File: src/rtl/spi_slave_resp.sv
// SPI mode-0 responder: oversamples cs/sck/mosi in the clk domain and moves frames over valid/ready.
// Latency: rx_valid rises one clk after the synchronized sck edge that completes a frame.
// Backpressure: tx_ready pulses only at a frame load; an unread rx frame makes the next frame drop and sets rx_ovf.
// Optional: define SPI_SLV_LSB_FIRST_EN to shift frames LSB first in both directions.
module spi_slave_resp #(
    parameter int DW       = 8,
    parameter int SYNC_STG = 2,
    parameter int TX_IDLE  = 8'hFF
) (
    input  logic          clk,
    input  logic          rst,
    input  logic          spi_cs_i,
    input  logic          spi_sck_i,
    input  logic          spi_mosi_i,
    output logic          spi_miso_o,
    output logic          spi_miso_oe,
    output logic [DW-1:0] rx_data,
    output logic          rx_valid,
    input  logic          rx_ready,
    input  logic [DW-1:0] tx_data,
    input  logic          tx_valid,
    output logic          tx_ready,
    output logic          rx_ovf,
    input  logic          ovf_clr,
    output logic          busy
);

    localparam int            CW       = $clog2(DW + 1);
    localparam logic [DW-1:0] IDLE_W   = DW'(TX_IDLE);
    localparam logic [CW-1:0] CNT_FULL = CW'(DW);
    localparam logic [CW-1:0] CNT_LAST = CW'(DW - 1);

    typedef enum logic [1:0] {IDLE, LOAD, SHIFT} state_t;

    state_t              state, state_n;
    logic [SYNC_STG-1:0] cs_sync, sck_sync, mosi_sync;
    logic                cs_s, sck_s, mosi_s, cs_prev, sck_prev;
    logic                cs_fall, cs_rise, sck_rise, sck_fall;
    logic [CW-1:0]       cnt;
    logic [DW-1:0]       tx_sr, tx_next, tx_shift;
    logic [DW-2:0]       rx_sr, rx_shift;
    logic [DW-1:0]       rx_word;
    logic                load_tx, frame_done;

    // Synchronize the asynchronous SPI pins and keep the previous value for edge detection
    always_ff @(posedge clk or posedge rst) begin
        if (rst) begin
            cs_sync   <= '1;
            sck_sync  <= '0;
            mosi_sync <= '0;
            cs_prev   <= 1'b1;
            sck_prev  <= 1'b0;
        end else begin
            cs_sync   <= {cs_sync[SYNC_STG-2:0], spi_cs_i};
            sck_sync  <= {sck_sync[SYNC_STG-2:0], spi_sck_i};
            mosi_sync <= {mosi_sync[SYNC_STG-2:0], spi_mosi_i};
            cs_prev   <= cs_s;
            sck_prev  <= sck_s;
        end
    end

    assign cs_s     = cs_sync[SYNC_STG-1];
    assign sck_s    = sck_sync[SYNC_STG-1];
    assign mosi_s   = mosi_sync[SYNC_STG-1];
    assign cs_fall  = cs_prev & ~cs_s;
    assign cs_rise  = ~cs_prev & cs_s;
    assign sck_rise = sck_s & ~sck_prev;
    assign sck_fall = ~sck_s & sck_prev;

`ifdef SPI_SLV_LSB_FIRST_EN
    assign rx_word    = {mosi_s, rx_sr};
    assign rx_shift   = rx_word[DW-1:1];
    assign tx_shift   = {1'b0, tx_sr[DW-1:1]};
    assign spi_miso_o = tx_sr[0];
`else
    assign rx_word    = {rx_sr, mosi_s};
    assign rx_shift   = rx_word[DW-2:0];
    assign tx_shift   = {tx_sr[DW-2:0], 1'b0};
    assign spi_miso_o = tx_sr[DW-1];
`endif

    // Next-state logic; a TX load happens in LOAD and on the falling edge after a completed frame
    always_comb begin
        state_n = state;
        load_tx = 1'b0;
        case (state)
            IDLE:    if (cs_fall) state_n = LOAD;
            LOAD: begin
                load_tx = 1'b1;
                state_n = SHIFT;
            end
            SHIFT:   if (sck_fall && cnt == CNT_FULL) load_tx = 1'b1;
            default: state_n = IDLE;
        endcase
        // Deselect aborts everything, including a load in the same cycle
        if (cs_rise) begin
            state_n = IDLE;
            load_tx = 1'b0;
        end
    end

    assign tx_ready   = load_tx & tx_valid;
    assign tx_next    = tx_valid ? tx_data : IDLE_W;
    assign frame_done = (state == SHIFT) && sck_rise && !cs_rise && (cnt == CNT_LAST);

    // Frame engine: state, bit counter and both shift registers; MISO is the TX register's output bit
    always_ff @(posedge clk or posedge rst) begin
        if (rst) begin
            state       <= IDLE;
            cnt         <= '0;
            tx_sr       <= '0;
            rx_sr       <= '0;
            spi_miso_oe <= 1'b0;
            busy        <= 1'b0;
        end else begin
            state       <= state_n;
            spi_miso_oe <= (state_n != IDLE);
            busy        <= (state_n != IDLE);
            if (state_n == IDLE) begin
                cnt   <= '0;
                tx_sr <= '0;
            end else if (load_tx) begin
                tx_sr <= tx_next;
                cnt   <= '0;
            end else if (state == SHIFT) begin
                if (sck_rise && cnt != CNT_FULL) begin
                    rx_sr <= rx_shift;
                    cnt   <= cnt + CW'(1);
                end
                if (sck_fall) tx_sr <= tx_shift;
            end
        end
    end

    // Receive handshake and sticky overrun; an overrun set beats a same-cycle clear
    always_ff @(posedge clk or posedge rst) begin
        if (rst) begin
            rx_data  <= '0;
            rx_valid <= 1'b0;
            rx_ovf   <= 1'b0;
        end else begin
            if (frame_done && (!rx_valid || rx_ready)) begin
                rx_data  <= rx_word;
                rx_valid <= 1'b1;
            end else if (rx_ready) begin
                rx_valid <= 1'b0;
            end
            if (frame_done && rx_valid && !rx_ready) rx_ovf <= 1'b1;
            else if (ovf_clr)                       rx_ovf <= 1'b0;
        end
    end

endmodule
File: config.mk
export PLATFORM = sky130hd
export DESIGN_NAME = spi_slave_resp
export DESIGN_NICKNAME = d
export VERILOG_FILES = /design/src/rtl/spi_slave_resp.sv
export SDC_FILE = /design/constraint.sdc
export NUM_CORES = 1
export LEC_CHECK = 0
export CAP_MARGIN = 20
export CORE_ASPECT_RATIO = 1.5
export CORE_MARGIN = 3
export CORE_UTILIZATION = 52
export CTS_CLUSTER_DIAMETER = 120
export CTS_CLUSTER_SIZE = 10
export DETAILED_ROUTE_END_ITERATION = 8
export GPL_TIMING_DRIVEN = 0
export HOLD_SLACK_MARGIN = 0.1
export PLACE_DENSITY = 0.89
export SKIP_CTS_REPAIR_TIMING = 1
export SLEW_MARGIN = 15
export SYNTH_ARGS = -nofsm -noshare
export SYNTH_HDL_FRONTEND = slang
export SYNTH_SLANG_ARGS = --single-unit
export TNS_END_PERCENT = 100
File: constraint.sdc
create_clock -name clk -period 2.9 [get_ports clk]
set_input_delay 0.435 -clock clk [delete_from_list [all_inputs] [get_ports clk]]
set_output_delay 0.435 -clock clk [all_outputs]
set_load 0.01 [all_outputs]
# Yosys cells after proc, flatten, opt, wreduce, memory -nomap -nowiden
# Index checks and enable logic that the tools add are counted.
# word_totals
out_inout_bits	14
register_bits	40
# classes
n_eq_ne	5
addsub	1
n_reduce_logical	23
muxes	19
bitwise_logic	11
# op_table
op	n
$mux W8	5
$mux W4	4
$reduce_bool A3 Y1	3
$logic_and A1 B1 Y1	8
$mux W1	6
$not A1 Y1	6
$pmux W2 S3	1
$reduce_bool A2 Y1	3
$and A1 B1 Y1	5
$add A4 B1 Y4 const B	1
$eq A4 B3 Y1 const B	1
$eq A4 B4 Y1 const B	1
$logic_not A2 Y1	2
$mux W2	2
$ne A4 B4 Y1 const B	1
$reduce_and A2 Y1	2
$reduce_and A4 Y1	1
$logic_not A1 Y1	3
$eq A2 B1 Y1 const B	1
$eq A2 B2 Y1 const B	1
$pmux W1 S2	1
$logic_or A1 B1 Y1	1

# Longest topological paths before layout
# depth
ltp_word	8
ltp_mapped	8
mapped_depth_nobuf	7

# Worst setup path before layout
# OpenSTA, ideal clock, no wires.
# synth_path
path_type	reg-to-reg
from	register state[0]
to	register rx_data[0]
required_time_ps	2775
synth_period_minus_slack_ps	2223
t_arrival_ps	2098
stages_incl_launch_ff	9
n_path_buf	1
path_slack_ps	677
path_cell_list	dfrtp_1 > inv_1 > ha_1 > nand2_1 > nor3b_2 > or4b_1 > nor2b_1 > buf_2 > mux2_2
# synth_via
elab_chain_len	5
# synth_lines
element	line	rtl
from (decl)	35	state_t state, state_n;
from (signal assigned)	116	state <= state_n;
$eq A2 B2 Y1	104	assign frame_done = (state == SHIFT) && sck_rise && !cs_rise && (cnt == CNT_LAST);
$logic_and A1 B1 Y1 (3 in a row)	104	
$logic_and A1 B1 Y1	142	if (frame_done && (!rx_valid || rx_ready)) begin
to (signal assigned)	143	rx_data <= rx_word;
to (decl)	17	output logic [DW-1:0] rx_data,
# No other way between the ends.
# A chain may end at the register's enable or synchronous reset.

# Final worst setup path
# layout_path
from	register state[0]
to	output tx_ready
# layout_via
elab_chain_len	4
word_cells_on_any_way	5
classes_between	eq/ne (2); mux (2); bitwise (1)
# layout_lines
element	line	rtl
$eq A2 B2 Y1 or $eq A2 B1 Y1 (tied branches)	86	case (state)
$pmux W1 S2 *	86	
$mux W1 *	96	if (cs_rise) begin
$and A1 B1 Y1 *	102	assign tx_ready = load_tx & tx_valid;
to (decl)	22	output logic tx_ready,
# Mark *: on every way between the ends. The rest lies on a longest branch, timed or not.

==> flow_summary.ini <==
[detailed_routing]
routed_wl_um = 3077
via_per_inst = 5.300
dr.first_iter.drc_count = 19
via_count = 1129
drt_first_pass_iters = 4
wl_per_cell_um = 14.45
ant_nets = 0
drc = 0

[synth]
synth-seq-area-share = 0.5592
yosys.area.top_type_share = 0.5153
ys_seq_elements = 40
yosysUniqueCellTypes = 37
synth_top_family_by_area = multiplexers
yosys_warnings = 0
yosys.area_share.simple = 0.08565
synthCells = 133
synth_area_um2 = 1797
synthAdderAreaFrac = 0.04178
synth_edf_count = 0
synth_area_leader_cell = dfrtp_1
syn_area_per_cell_um2 = 13.51
synthesis.nets = 155
synth_compound_area_frac = 0.1128
synthTopCellsByCount = dfrtp_1 (37), mux2_1 (12), inv_1 (11)
async_flop_share = 1.000
synthFlopType = dfrtp_1
muxShareOfSynthArea = 0.1518
synth_xor_area_frac = 0.009749
synthTopCellsByArea = dfrtp_1 (52%), mux2_1 (7.5%), mux2_4 (5.8%)
yosysMostFrequentCell = dfrtp_1

[sta]
timing.final.crit_share = 0.9370
rsz0062_at_grt = no
setup_viol = 0
whs_ns = 0.3565
skew_ns = 0.005151
slew_violations = 0
fmax_mhz = 368.0
relSlewSlack = 0.6012
fin_ws_ns = 0.1827
min_period_ns = 2.717
tightest_slew_ns = 0.5983
hold_violations = 0

[power]
power.internal_uw = 1058
finalPower_uw = 1498
p_switching_uw = 440.1
combPwrFrac = 0.300
ir_worst_vdd_mv = 0.5781
clock_power_share = 0.244
p_per_area_nw_per_um2 = 656.6
power_leakage_uw = 0.001071
power.share.sequential = 0.456
swShare = 0.2937

[place]
dp_slack_ns = 0.1563
place_inst = 203
post_dp_cell_area_um2 = 2165
gp_congestion = 0.7107
io_buffers = 29
hpwlAfterDp_um = 2377

[die]
row_count = 25
initial_core_util = 0.5577
die_w_um = 54.00
core_um2 = 3222
die_area_um2 = 4211
die_y_um = 77.99
boundaryPins = 30

[clocking]
worstSkewPairLatency_ns = 0.29
clock_sinks = 40
h-tree-depth = 2
root_buffer = clkbuf_8
cts_made_buffers = 5
clk_path_buf_depth = 2
cts_tree = built
clk_pin_slew_ns = 0.07

[status]
status = complete, no violations

[setup_path]
crit_type = reg2out
worstPathMaxFanout = 4
crit_required_ns = 2.47
arrival_ns = 2.28
worstSetupStartpointType = register
crit_path_end_kind = primary output

[final_layout]
nets = 194
syn_to_final_growth_pct = 27.02
final_cell_area_um2 = 2282
fin_cells = 213
drive_above_1_share = 0.2081
diodes = 0

[global_routing]
grt_max_degree = 22
grt_overflow = 0
grt_pass1_vias = 1223
track_usage = 0.1691
grt_pass1_wl_um = 5133
antenna_found_initial = 0

[min_path]
worstHoldPathType = reg2reg

[run]
maxCapViolations = 0
[critical path, stage by stage, from the launching register on]
cell and delay, ns:
dfrtp_1 0.42, inv_1 0.16, ha_1 0.21, nand3b_1 0.14, nor3_2 0.28, o211ai_1 0.17, inv_1 0.08, clkdlybuf4s50_1 0.53
[cell type report]
class | instances | area [um^2]
Sequential cell | 40 | 1005
Tap cell | 40 | 50.05
Multi-Input combinational cell | 78 | 734.5
Buffer | 4 | 28.78
Timing Repair Buffer | 32 | 332.8
Clock buffer | 8 | 90.09
Fill cell | 227 | 939.7
Inverter | 11 | 41.29
[worst paths after layout]
kind / to / depth (start not counted) / slack [ns] / from
setup / recovery: tx_ready / 7 / 0.18 / state[0]$_DFF_PP0_
hold / removal: cs_sync[1]$_DFF_PP1_ / 0 / 0.36 / cs_sync[0]$_DFF_PP1_
setup reg to reg: rx_data[0]$_DFFE_PP0P_ / 8 / 0.43 / state[0]$_DFF_PP0_
hold reg to reg: cs_sync[1]$_DFF_PP1_ / 0 / 0.36 / cs_sync[0]$_DFF_PP1_
max in group asynchronous: cs_sync[1]$_DFF_PP1_ / 3 / 1.89 / rst
min in group asynchronous: rx_sr[0]$_DFFE_PP0P_ / 2 / 0.48 / rst
[metal layers]
| metal | global-route usage | up-vias | part of all wire |
|---|---|---|---|
| met1 | 0.1696 | 555 | 0.36 |
| li1 | - | 536 | - |
| met3 | 0.04415 | 5 | 0.052 |
| met2 | 0.3046 | 33 | 0.57 |
| met4 | 0.07980 | 0 | 0.018 |
| met5 | 0 | - | 0 |
[metrics by stage]
| step | utilization | TNS (ns) |
|---|---|---|
| detailed placement | 0.6718 | 0 |
| global route | 0.7084 | 0 |
| CTS | 0.6998 | -0.2152 |
| finish | 0.7084 | 0 |
| floorplan | - | 0 |
| global placement | 0.6633 | 0 |
[state kept, by name, indices dropped and copies added (netlist names)]
register and count:
sck_prev 1, rx_ovf 1, cs_sync 2, cnt 4, sck_sync 2, state 2
rx_data 8, mosi_sync 2, rx_valid 1, rx_sr 7, tx_sr 8, busy 1
cs_prev 1
[power by group through the flow]
stage,combinational (uW),clock (uW),sequential [uW]
after floorplan,307,0,683
after detailed placement,439,0,692
final,449,366,683
after CTS,442,377,683
after global placement,417,0,684
after global routing,493,409,690
[cells by family after synthesis]
| group | after synthesis |
|---|---|
| xor gates and xnor gates | 2 |
| AOI/OAI and AO/OA | 24 |
| buffers and inverters | 15 |
| DFF | 40 |
| muxes | 22 |
| and+or+nand+nor | 24 |
| adders and majority gates | 6 |
[cells in the final DEF (no fill, tap or decap), types with 2 or more instances in the layout]
cell type        instances
nor2b_1                  4
mux2_1                  12
nand2b_4                 2
nor2_1                   3
o21ai_0                  7
buf_4                    3
a2bb2oi_1                7
clkbuf_1                 2
mux2_2                   2
buf_2                    2
clkdlybuf4s50_1         29
o22ai_1                  2
ha_1                     6
mux2_4                   7
dfrtp_1                 37
nand2_1                  4
inv_1                   10
or2_2                    2
dfstp_2                  3
clkbuf_8                 6
Power figures use the tool's default switching activity.
==> variant 1 (config.mk and constraints unchanged) <==
Compare `cnt` against `CNT_LAST` with >= in place of ==.
--- a/src/rtl/spi_slave_resp.sv
+++ b/src/rtl/spi_slave_resp.sv
@@ -101,7 +101,7 @@
 
     assign tx_ready   = load_tx & tx_valid;
     assign tx_next    = tx_valid ? tx_data : IDLE_W;
-    assign frame_done = (state == SHIFT) && sck_rise && !cs_rise && (cnt == CNT_LAST);
+    assign frame_done = (state == SHIFT) && sck_rise && !cs_rise && (cnt >= CNT_LAST);
 
     // Frame engine: state, bit counter and both shift registers; MISO is the TX register's output bit
     always_ff @(posedge clk or posedge rst) begin
Check against the original RTL: same outputs for any inputs over 10 cycles, from zero or initial values and one cycle with rst high; that may be too few to reach the edited logic, so the function may still have changed.
==> variant 1 against the original RTL <==
- setup slack improved by 0.022 ns
- sequential cell count is the same
- routed wire length rose by 6.3%
- synthesized cell count is 0.75% higher
- largest power group unchanged
- area after synthesis increased by 1.8%
- die area is 1.6% higher
- critical path type unchanged
- total power grew 23%
- final cell count did not move
- utilization up 1.5 points
- global-route usage up 1.3 points
- cell area up 3.2%
==> variant 1: results (changes against the original RTL) <==
| Metric | Value |
|---|---|
| Leading post-synthesis cells by instance count | 37 x sky130_fd_sc_hd__dfrtp_1, 14 x sky130_fd_sc_hd__mux2_4, 8 x sky130_fd_sc_hd__inv_1, 8 x sky130_fd_sc_hd__o21ai_0, 7 x sky130_fd_sc_hd__a2bb2oi_1 (was 37 x sky130_fd_sc_hd__dfrtp_1, 12 x sky130_fd_sc_hd__mux2_1, 11 x sky130_fd_sc_hd__inv_1) |
| Reg2Reg Depth | 9 (was 8) |
| WP data arrival | 2.26 ns (was 2.28 ns) |
| Fraction of the yosys area taken by sequential cells | 54.92% (was 55.92%) |
| Net load switching power | 480.1 µW (was 440.1 µW) |
| Static Leakage | 0.001125 µW (was 0.001071 µW) |
| Critical Path Start | state[0] (unchanged) |
| Worst-case clock skew | 0.008306 ns (was 0.005151 ns) |
| Run status | finished, final reports clean (unchanged) |
| Average footprint of a synthesized cell | 13.65 µm² (was 13.51 µm²) |
| Cells on Worst Hold Path | 0 (unchanged) |
| Count of final setup violators | 0 (unchanged) |
| Avg WL per Cell | 15.36 µm (was 14.45 µm) |
| Unique masters post-synth | 39 (was 37) |
| Routability Congestion | 0.7740 (was 0.7107) |
| Initial drt markers | 38 (was 19) |
| Maximum number of pins on one net before global-route repair | 41 (was 22) |
| Actual slew at the worst max-slew pin | 0.7844 ns (was 0.5983 ns) |
| Post-Synthesis Net Count | 156 (was 155) |
| Max rail drop VDD | 0.7275 mV (was 0.5781 mV) |
| Layout cell share with drive strength beyond 1 | 25.43% (was 20.81%) |
| Synth Cell Area | 1829 µm² (was 1797 µm²) |
| Overall fraction of global-route tracks in use | 18.17% (was 16.91%) |
| Vias | 1153 (was 1129) |
| Filler cells | 229 (was 227) |
| Start point of the worst hold path | mosi_sync[0] (was cs_sync[0]) |
| Post-DP HPWL | 2394 µm (was 2377 µm) |
| Worst slack after detailed placement | 0.1364 ns (was 0.1563 ns) |
| Ranking of synthesized cells by area | sky130_fd_sc_hd__dfrtp_1 51%, sky130_fd_sc_hd__mux2_4 11%, sky130_fd_sc_hd__dfstp_2 4.3% (was sky130_fd_sc_hd__dfrtp_1 52%, sky130_fd_sc_hd__mux2_1 7.5%, sky130_fd_sc_hd__mux2_4 5.8%) |
==> variant 1: cells by family (layout without fill, tap and decap cells) <==
logic type	after synthesis	in the layout	synth area share, %
xor+xnor	2	2	0.9578
flops	40	40	54.93
simple gates	23	23	7.867
mux	23	23	16.96
compound gates	25	25	10.60
buf+inv	15	54	4.582
fa+ha+maj	6	6	4.104
==> variant 1: layout make-up <==
class	instances	area share (%)
clock inverter	3	3.826
clock buffer	5	2.922
tap	40	2.125
timing repair buffer	31	12.96
buffer	6	2.125
inverter	9	1.435
multi-input combinational	79	31.93
sequential	40	42.67
==> variant 1: layer usage <==
layer | GRT usage, % | vias to the layer above | share of wire (%)
li1 | - | 541 | -
met1 | 18.94 | 569 | 37
met2 | 31.89 | 35 | 56
met3 | 4.934 | 8 | 4.8
met4 | 8.479 | 0 | 2.1
met5 | 0 | - | 0
==> variant 1: path summary, 6_finish.rpt <==
check,to,slack (ns)
worst min-delay path,mosi_sync[1],0.36
min in group asynchronous,mosi_sync[0],0.62
worst max-delay path,tx_ready,0.21
worst min register to register,mosi_sync[1],0.36
worst max register to register,tx_sr[6],0.59
max in group asynchronous,tx_sr[0],1.77
==> variant 1: power by group through the flow <==
stage,logic [µW],clock network (µW),registers [µW]
2_1_floorplan,394,0,692
3_3_place_gp,505,0,694
3_5_place_dp,530,0,703
4_1_cts,535,629,692
5_1_grt,582,660,704
6_report,534,614,692
==> variant 1: per-stage QoR <==
| stage | cell area, µm² | setup TNS (ns) | hold slack [ns] |
|---|---|---|---|
| final | 2355 | 0 | 0.3561 |
| after global routing | 2355 | 0 | 0.3664 |
| after CTS | 2328 | -0.1713 | 0.3552 |
| after detailed placement | 2170 | 0 | 0.3371 |
| after global placement | 2170 | 0 | 0.3332 |
| after floorplan | 1829 | 0 | 0.3312 |
==> variant 2 (config.mk and constraints unchanged) <==
Without the edit above. Set the parameter `DW` to 16 (it was 8).
--- a/src/rtl/spi_slave_resp.sv
+++ b/src/rtl/spi_slave_resp.sv
@@ -3,7 +3,7 @@
 // Backpressure: tx_ready pulses only at a frame load; an unread rx frame makes the next frame drop and sets rx_ovf.
 // Optional: define SPI_SLV_LSB_FIRST_EN to shift frames LSB first in both directions.
 module spi_slave_resp #(
-    parameter int DW       = 8,
+    parameter int DW       = 16,
     parameter int SYNC_STG = 2,
     parameter int TX_IDLE  = 8'hFF
 ) (
Interface: changed (resized rx_data and tx_data); port bits go from 30 to 46. No check against the original RTL was run, so the function may have changed too.
==> variant 2 against the original RTL <==
- sequential cell count rose by 25
- via count rose by 56%
- area after synthesis rose by 54%
- routed wire length rose by 75%
- clock power rose by 150%
- cell area rose by 55%
- setup slack got worse by 0.010 ns
- total power rose by 58%
- critical path type unchanged
==> variant 2: results (changes against the original RTL) <==
| Metric | Value |
|---|---|
| Run status | finished, final reports clean (unchanged) |
| Max rail drop VDD | 0.5183 mV (was 0.5781 mV) |
| Non-filler instance count after layout | 331 (was 213) |
| # port buffers | 45 (was 29) |
| Overall fraction of global-route tracks in use | 19.52% (was 16.91%) |
| Post-layout nets | 291 (was 194) |
| Comb_multi_in | 119 (was 78) |
| Fraction of the yosys area taken by sequential cells | 58.93% (was 55.92%) |
| Grt met2 use | 34.74% (was 30.46%) |
| Filler cells | 366 (was 227) |
| Sequential cell count | 65 (was 40) |
| Number of cells produced by synthesis | 204 (was 133) |
| Worst min-delay path endpoint | sck_sync[1] (was cs_sync[1]) |
| Number of clock buffers inserted by TritonCTS | 9 (was 5) |
| Leading post-synthesis cells by instance count | 62 x sky130_fd_sc_hd__dfrtp_1, 21 x sky130_fd_sc_hd__mux2_2, 16 x sky130_fd_sc_hd__a22o_1, 15 x sky130_fd_sc_hd__nor2_1, 11 x sky130_fd_sc_hd__inv_1 (was 37 x sky130_fd_sc_hd__dfrtp_1, 12 x sky130_fd_sc_hd__mux2_1, 11 x sky130_fd_sc_hd__inv_1) |
| Initial drt markers | 67 (was 19) |
| Worst slack after detailed placement | 0.4881 ns (was 0.1563 ns) |
| Adder and majority cell fraction of the synthesized area | 3.166% (was 4.178%) |
| Skew-Pair Late Insertion Delay | 0.33 ns (was 0.29 ns) |
| Clock-net power | 906 µW (was 366 µW) |
| Clock H-tree levels | 3 (was 2) |
| Regs by FF count | rx_data (16), tx_sr (16), rx_sr (15) (was rx_data (8), tx_sr (8), rx_sr (7)) |
| Proportion of synthesized area in mux cells | 14.70% (was 15.18%) |
| GR Util met1 | 21.76% (was 16.96%) |
| Post-Synthesis Net Count | 235 (was 155) |
| Final non-clock buffer share | 14.60% (was 15.84%) |
| Static Leakage | 0.001720 µW (was 0.001071 µW) |
| Int Power | 1742 µW (was 1058 µW) |
| Post-DP HPWL | 3719 µm (was 2377 µm) |
| Vias | 1766 (was 1129) |
| Rel. slew slack | 49.90% (was 60.12%) |
| Reg-to-reg endpoint | rx_sr[0] (was rx_data[0]) |
| Start point of the worst hold path | sck_sync[0] (was cs_sync[0]) |
| Ranking of synthesized cells by area | sky130_fd_sc_hd__dfrtp_1 56%, sky130_fd_sc_hd__mux2_2 8.5%, sky130_fd_sc_hd__mux2_4 5.4% (was sky130_fd_sc_hd__dfrtp_1 52%, sky130_fd_sc_hd__mux2_1 7.5%, sky130_fd_sc_hd__mux2_4 5.8%) |
| Maximum number of pins on one net before global-route repair | 66 (was 22) |
| Clock Network Area Fraction | 6.645% (was 3.947%) |
| Layout cell share with drive strength beyond 1 | 23.77% (was 20.81%) |
| Unique masters post-synth | 36 (was 37) |
variant 2: cell count changes after synthesis, sizes merged, moves of 3 or more:
cell     change
buf          +4
nor2        +11
nand2        +3
a2bb2oi      -8
o2bb2ai      +6
dfrtp       +25
a22o        +16
mux2        +10
variant 2: critical path, stage by stage (launching register included):
cell and delay (ns):
sky130_fd_sc_hd__dfrtp_1 0.43, sky130_fd_sc_hd__inv_1 0.11, sky130_fd_sc_hd__ha_1 0.22, sky130_fd_sc_hd__and3b_1 0.23
sky130_fd_sc_hd__a21o_1 0.16, sky130_fd_sc_hd__nand2_2 0.14, sky130_fd_sc_hd__inv_4 0.14, sky130_fd_sc_hd__clkdlybuf4s50_1 0.54
variant 2: through the flow:
step                hold slack, ns  cell area, µm²  utilization (%)
floorplan                   0.3312            2766                -
global placement            0.3352            3299            66.46
detailed placement          0.3347            3302            66.51
CTS                         0.3527            3537            71.25
global route                0.3591            3540            71.30
finish                      0.3525            3540            71.30
